<file path="config.mk">
export PLATFORM = sky130hd
export DESIGN_NAME = run_sequencer
export DESIGN_NICKNAME = d
export VERILOG_FILES = /design/src/rtl/run_sequencer.sv
export SDC_FILE = /design/constraint.sdc
export NUM_CORES = 1
export LEC_CHECK = 0
export BUFFER_PORTS_ARGS = -buffer_cell sky130_fd_sc_hd__buf_2
export CAP_MARGIN = 20
export CORE_MARGIN = 5
export CORE_UTILIZATION = 40
export DETAILED_ROUTE_END_ITERATION = 16
export SYNTH_ARGS = -nofsm -noshare
export SYNTH_HDL_FRONTEND = slang
export SYNTH_SLANG_ARGS = --single-unit
</file>
<file path="constraint.sdc">
create_clock -name Clk -period 4.2 [get_ports Clk]
set_input_delay 0.21 -clock Clk [delete_from_list [all_inputs] [get_ports Clk]]
set_output_delay 0.21 -clock Clk [all_outputs]
set_load 0.005 [all_outputs]
</file>
<file path="src/rtl/run_sequencer.sv">
// run_sequencer: run controller for start, PC advance, load stalls, halt and watchdog
module run_sequencer #(
   parameter int LOAD_LAT = 1,
   parameter int CNT_W = 16,
   parameter logic [CNT_W-1:0] MAX_CYCLES = 16'hFFFF
) (
   input  logic             Clk,
   input  logic             Reset,
   input  logic             Start,
   input  logic             Ack,
   input  logic             LoadInst,
   output logic             PCInit,
   output logic             PCEn,
   output logic             RegWrGate,
   output logic             MemWrGate,
   output logic             Done,
   output logic             Timeout,
   output logic [CNT_W-1:0] CycleCount
);
   typedef enum logic [2:0] {s_idle, s_armed, s_run, s_load_wait, s_halt} state_t;
   localparam logic [CNT_W-1:0] wd_lim = MAX_CYCLES - CNT_W'(1);
   state_t state, nxt;
   logic [CNT_W-1:0] cnt;
   logic [2:0] stall;
   logic to_q, set_to, wd, counting;
   assign wd = (MAX_CYCLES != '0) && (cnt == wd_lim);
   assign counting = (state == s_run) || (state == s_load_wait);
   assign Done = state == s_halt;
   assign Timeout = to_q;
   assign CycleCount = cnt;
   // next state and strobes; RUN gating follows Start/Ack/LoadInst combinationally
   always_comb begin
      nxt = state;
      PCInit = 1'b0;
      PCEn = 1'b0;
      RegWrGate = 1'b0;
      MemWrGate = 1'b0;
      set_to = 1'b0;
      case (state)
         s_idle: nxt = Start ? s_armed : s_idle;
         s_armed: begin
            PCInit = 1'b1;
            nxt = Start ? s_armed : s_run;
         end
         s_run:
            if (Start) nxt = s_armed;
            else if (Ack) nxt = s_halt;
            else if (wd) begin
               nxt = s_halt;
               set_to = 1'b1;
            end else if (LoadInst && LOAD_LAT > 0) nxt = s_load_wait;
            else begin
               PCEn = 1'b1;
               RegWrGate = 1'b1;
               MemWrGate = 1'b1;
            end
         s_load_wait:
            if (Start) nxt = s_armed;
            else if (wd) begin
               nxt = s_halt;
               set_to = 1'b1;
            end else if (stall == 3'd1) begin
               PCEn = 1'b1;
               RegWrGate = 1'b1;
               nxt = s_run;
            end
         s_halt: nxt = Start ? s_armed : s_halt;
         default: nxt = s_idle;
      endcase
   end
   // state, saturating run counter, stall counter and timeout flag
   always_ff @(posedge Clk) begin
      if (Reset) begin
         state <= s_idle;
         cnt <= '0;
         stall <= '0;
         to_q <= 1'b0;
      end else begin
         state <= nxt;
         if (nxt == s_armed) begin
            cnt <= '0;
            to_q <= 1'b0;
         end else begin
            if (counting && !(&cnt)) cnt <= cnt + CNT_W'(1);
            if (set_to) to_q <= 1'b1;
         end
         if (state == s_run && nxt == s_load_wait) stall <= 3'(LOAD_LAT);
         else if (state == s_load_wait) stall <= stall - 3'd1;
      end
   end
endmodule

</file>
Word-level counts from Yosys, hierarchy flattened:

Index checks and enable logic that the tools add are counted.
W data, S select, Z words.

* register bits after elaboration: 23
* bits in latches: 0
* memories: 0
* RAM bits: 0
* logic and storage cells: 52
* ROM bits: 0
* output and inout bits: 22

* multiplexer cells: 28
* reductions and logical operators: 9
* multiply operators: 0
* divide/modulo/power cells: 0
* order comparisons: 0
* add/subtract/negate cells: 2
* eq/ne operators: 8
* shift operators: 0
* bitwise logic cells: 0

Operators by type and width (count)
* $mux W3: 8
* $add A16 B1 Y16 const B: 1
* $eq A16 B16 Y1 const B: 1
* $mux W1: 16
* $reduce_and A16 Y1: 1
* $pmux W3 S5: 1
* $eq A3 B1 Y1 const B: 3
* $eq A3 B2 Y1 const B: 3
* $pmux W1 S2: 2
* $reduce_or A2 Y1: 2
* $eq A3 B3 Y1 const B: 1
* $logic_not A3 Y1: 1
* $sub A3 B1 Y3 const B: 1
* $logic_and A1 B1 Y1: 2
* $mux W2: 1
* $reduce_bool A2 Y1: 1
* $logic_not A1 Y1: 1
* $logic_or A1 B1 Y1: 1

Logic depth before layout (Yosys ltp):

* depth after elaboration: 8
* gate-level depth with buffers: 7
* mapped depth without buffers: 6

Worst setup path before layout:

OpenSTA, ideal clock, no wires.

* path type: reg2out
* start point: register cnt[0], in the netlist CycleCount[0]
* end point: output RegWrGate
* arrival time: 1.415 ns
* required time: 3.990 ns
* cell stages (with the launch flop): 8
* slack: 2.575 ns
* cell sequence: dfxtp_1 inv_1 ha_1 nand3_1 nor4_4 or3_1 nor2_1 buf_4

* longest elaborated chain between the ends: 5

Ends and longest elaborated chain
* start: declaration: RTL line 23 `logic [CNT_W-1:0] cnt;`
* start signal: assignment: RTL line 84 `if (counting && !(&cnt)) cnt <= cnt + CNT_W'(1);`
* $eq A16 B16 Y1 *: RTL line 26 `assign wd = (MAX_CYCLES != '0) && (cnt == wd_lim);`
* $mux W1 (3 in a row)
* $pmux W1 S2 *
* end: declaration: RTL line 14 `output logic RegWrGate,`

Mark *: on every way between the ends. The rest lies on a longest branch, timed or not.

Final worst setup path:

* start point: register cnt[4], in the netlist CycleCount[4]
* end point: output PCEn

* longest elaborated chain between the ends: 5

Ends and longest elaborated chain
* $eq A16 B16 Y1 *: RTL line 26
* $mux W1: RTL line 48 `else if (wd) begin`
* $mux W1: RTL line 47 `else if (Ack) nxt = s_halt;`
* $mux W1: RTL line 46 `if (Start) nxt = s_armed;`
* $pmux W1 S2 *: RTL line 39 `case (state)`
* end: declaration: RTL line 13 `output logic PCEn,`

Marks and branches as above.

==> metrics.md <==
| Metric | Value |
|---|---|
| Leakage power | between 0.5 and 0.6 nW |
| Kind of end point of the critical path | primary output |
| Gr usage total | approximately 15% |
| Total routed wirelength | 3100 um |
| Yosys warning count | 0 |
| Sequential group share of total power | between 60% and 70% |
| Full die area | between 4000 and 5000 sq um |
| Largest stage delay on the critical path | between 400 and 500 ps |
| Cell with the biggest individual delay on the critical path | nor4_4 |
| Clock period minus worst slack | approximately 2100 ps |
| Clock input transition at the sequential cells of the worst setup and hold paths | approximately 140 ps |
| Syn Std Cell Area | 1350 sq um |
| Cells resized by post-CTS repair | 0 |
| Clock net sink count | 23 |
| Largest net degree at the start of global routing | 15 |
| Number of DRC violations after detailed-routing iteration 0 | 88 |
| Total half-perimeter wirelength after legalization and detailed placement | 2330 um |
| Most frequent cells in the layout | buf_2 (26), dfxtp_1 (23), nand2_1 (18) |
| Crit path cell chain | nand4_1 > nor4_4 > or3_1 > nor2_1 > buf_2 |
| Postcts setup bufs | 0 |
| Synthesized area per cell | about 8.3 sq um |
| Fraction of final layout cells with drive strength greater than 1 | between 10% and 20% |
| Setup repair after global routing missed its margin | no |
| Standard-cell row count | 21 |
| Buffers on Ports | 26 |
| Total area of multi-input combinational cells | 808 sq um |
| Design Power | approximately 0.35 mW |
| CTS tree | yes |
| Async set-reset flop share out of synthesis | 0% |
| Highest ir drop seen on vdd | between 0.00008 and 0.00009 V |
| Clock root buffer master | clkbuf_4 |
| Library cell occupying the most area in the post-synthesis netlist | dfxtp_1 |
| Comb pwr share | about 5.9% |
| Top Family by Delay on Critical Path | simple AND/OR/NAND/NOR gates |
| RD Place Congestion | approximately 0.83 |
| Synthesized netlist net count | roughly 170 |
| Flip-flop and latch count after synthesis | 23 |
| Highest Clock Rate | roughly 0.47 GHz |
| Slew at the pin closest to its max-slew limit | between 700 and 800 ps |
| Crit Path Category | flip-flop to primary output |
| Post-layout instance count excluding filler cells | 228 |
| Ports placed on the boundary | 27 |
| Growth of design area from synthesis to finish | 11.4% |
| Most common library cell in the layout ignoring fill and taps | buf_2 |
| Starting Density | between 40% and 50% |
| Top area cells in the synthesized netlist | dfxtp_1 (34%), a21oi_1 (5.2%), nand2_1 (5.0%) |
| Total instance count after detailed placement | 224 |
| Initial antenna violation count | 0 |
| Synthesized netlist cell count | between 150 and 200 |
| Psw | between 0.08 and 0.09 mW |
| Filler Cells Inserted | between 300 and 400 |
| H-tree levels | 1 |
| WL/cell | between 10 and 15 um |
| Final Slew Violations | 0 |
| Antenna violation net count after detailed routing | 0 |
| Sequential cell area fraction in the yosys report | between 30 and 40% |
| EDFF count, synth | 0 |
| CTS buffer count | 3 |
| Area of placed instances | approximately 1500 sq um |
| Required time of the critical path | 3990 ps |
| Final clock skew | around 3.6 ps |
| Final Hold Viols | 0 |
| Register area | around 460 sq um |
| Kind of start point of the critical path | flip-flop |
| Max Buffers Root-to-Sink | 2 |
| Post-CTS Hold Fix Bufs | 0 |
| Height of the die | slightly below 70 um |
| Peak fanout along the critical path | 8 |
| Number of endpoints failing setup at the final stage | 0 |
| Number of diodes added for antenna fixing | 0 |
| Switching power share of the total | 25.0% |
| Via total after detailed routing | around 1300 |
| Share of the clock period used by the worst path | roughly 51% |
| Die boundary width | between 60 and 70 um |
| GR Overflow Total | 0 |
| Net total in the final layout | ~190 |
| Min-Delay Path Class | primary input to flip-flop |
| Avg Vias per Cell | between 5 and 6 |
| Share of the core filled with cells in the final layout | between 40% and 50% |
| Max-Cap Viols | 0 |
| Status | finished, final reports clean |
| Power per cell area | 235 nW/um^2 |
| Internal Dissipation | about 0.27 mW |
| Area share of the largest cell type after synthesis | 34.2% |
| Data arrival time at the worst-slack endpoint | between 1500 and 2000 ps |
| Library cells used by synthesis | 44 |
| Setup TNS | 0 ps |
| Part of the power in the clock network | just over 30% |
| Number of detailed-routing iterations run before antenna repair | 4 |
| Residual DRC count | 0 |
| Relative max-transition margin | around 50% |
| Design Area, Final | about 1500 sq um |
| Commonest register cell after synthesis | dfxtp_1 |
| Later-pin clock latency in the skew report | 320 ps |
| Number of global-route vias before repair | between 1000 and 1500 |
| Global-route wire length before repair | 5330 um |
| Area of the core | 3310 sq um |
| Number of buffers and inverters on the critical path | 1 |
[power by group through the flow]
stage          clock network [mW]  logic, mW  registers, mW
2_1_floorplan                   0     0.0167          0.225
3_3_place_gp                    0     0.0205          0.227
5_1_grt                     0.119     0.0238          0.223
3_5_place_dp                    0     0.0208          0.227
4_1_cts                     0.110     0.0210          0.222
6_report                    0.110     0.0209          0.223
[stage by stage]
| stage | hold slack [ps] | worst slack [ps] |
|---|---|---|
| after global placement | 461 | 2440 |
| final | 169 | 2070 |
| after detailed placement | 460 | 2440 |
| after global routing | 166 | 1920 |
| after floorplan | 444 | 2570 |
| after CTS | 170 | 2060 |
[routing by layer]
metal  track usage [%]  vias to the layer above  wire length, um
met5                 0                        -                0
met4              6.20                        0               35
met3              2.63                        4              154
met2              25.0                       37             1460
met1              18.0                      622             1450
li1                  -                      652                -
[cells in the mapped netlist, types with 3 or more instances]
cell type  instances
a21oi_1           14
and4_1             3
buf_2              3
clkbuf_1           3
dfxtp_1           23
ha_1               4
inv_1              5
mux2i_1            3
nand2_1           18
nand2b_1           3
nand3_1            6
nand4_1            5
nor2_1             5
nor2b_1            5
nor3_1             6
nor4_1             3
o21ai_0            8
o31ai_1            6
or3_1              4
or4_1              4
[area by class of cell]
| type | count | area share, % |
|---|---|---|
| clock buffer | 4 | 1.75 |
| sequential | 23 | 30.7 |
| timing repair buffer | 26 | 8.67 |
| multi-input combinational | 124 | 53.8 |
| tap | 46 | 3.83 |
| inverter | 5 | 1.25 |
[sequential cells by signal, summed over array words and instances (netlist names)]
signal and count:
CycleCount 16, stall 3, state 3, Timeout 1
[worst paths after layout]
check / startpoint / to / slack (ps) / cells after the start
worst min register to register: Timeout / Timeout / 490 / 2
worst min-delay path: Start / state[2] / 170 / 2
worst max register to register: state[2] / CycleCount[10] / 2400 / 4
worst max-delay path: CycleCount[4] / PCEn / 2070 / 5
[logic make-up after synthesis]
family,count (synthesis),synth area share [%]
adders and majority gates,4,3.71
and+or+nand+nor,72,31.8
muxes,4,3.06
buffers and inverters,15,5.85
DFF,23,34.2
AOI/OAI and AO/OA,44,21.4
[worst register-to-register path: stages, from the launching register on]
cell and delay, ps:
dfxtp_1 500, o21ai_0 210, a21oi_1 630, o311ai_0 260
o41ai_1 110
Note: power is estimated with default switching activity, not from simulation.
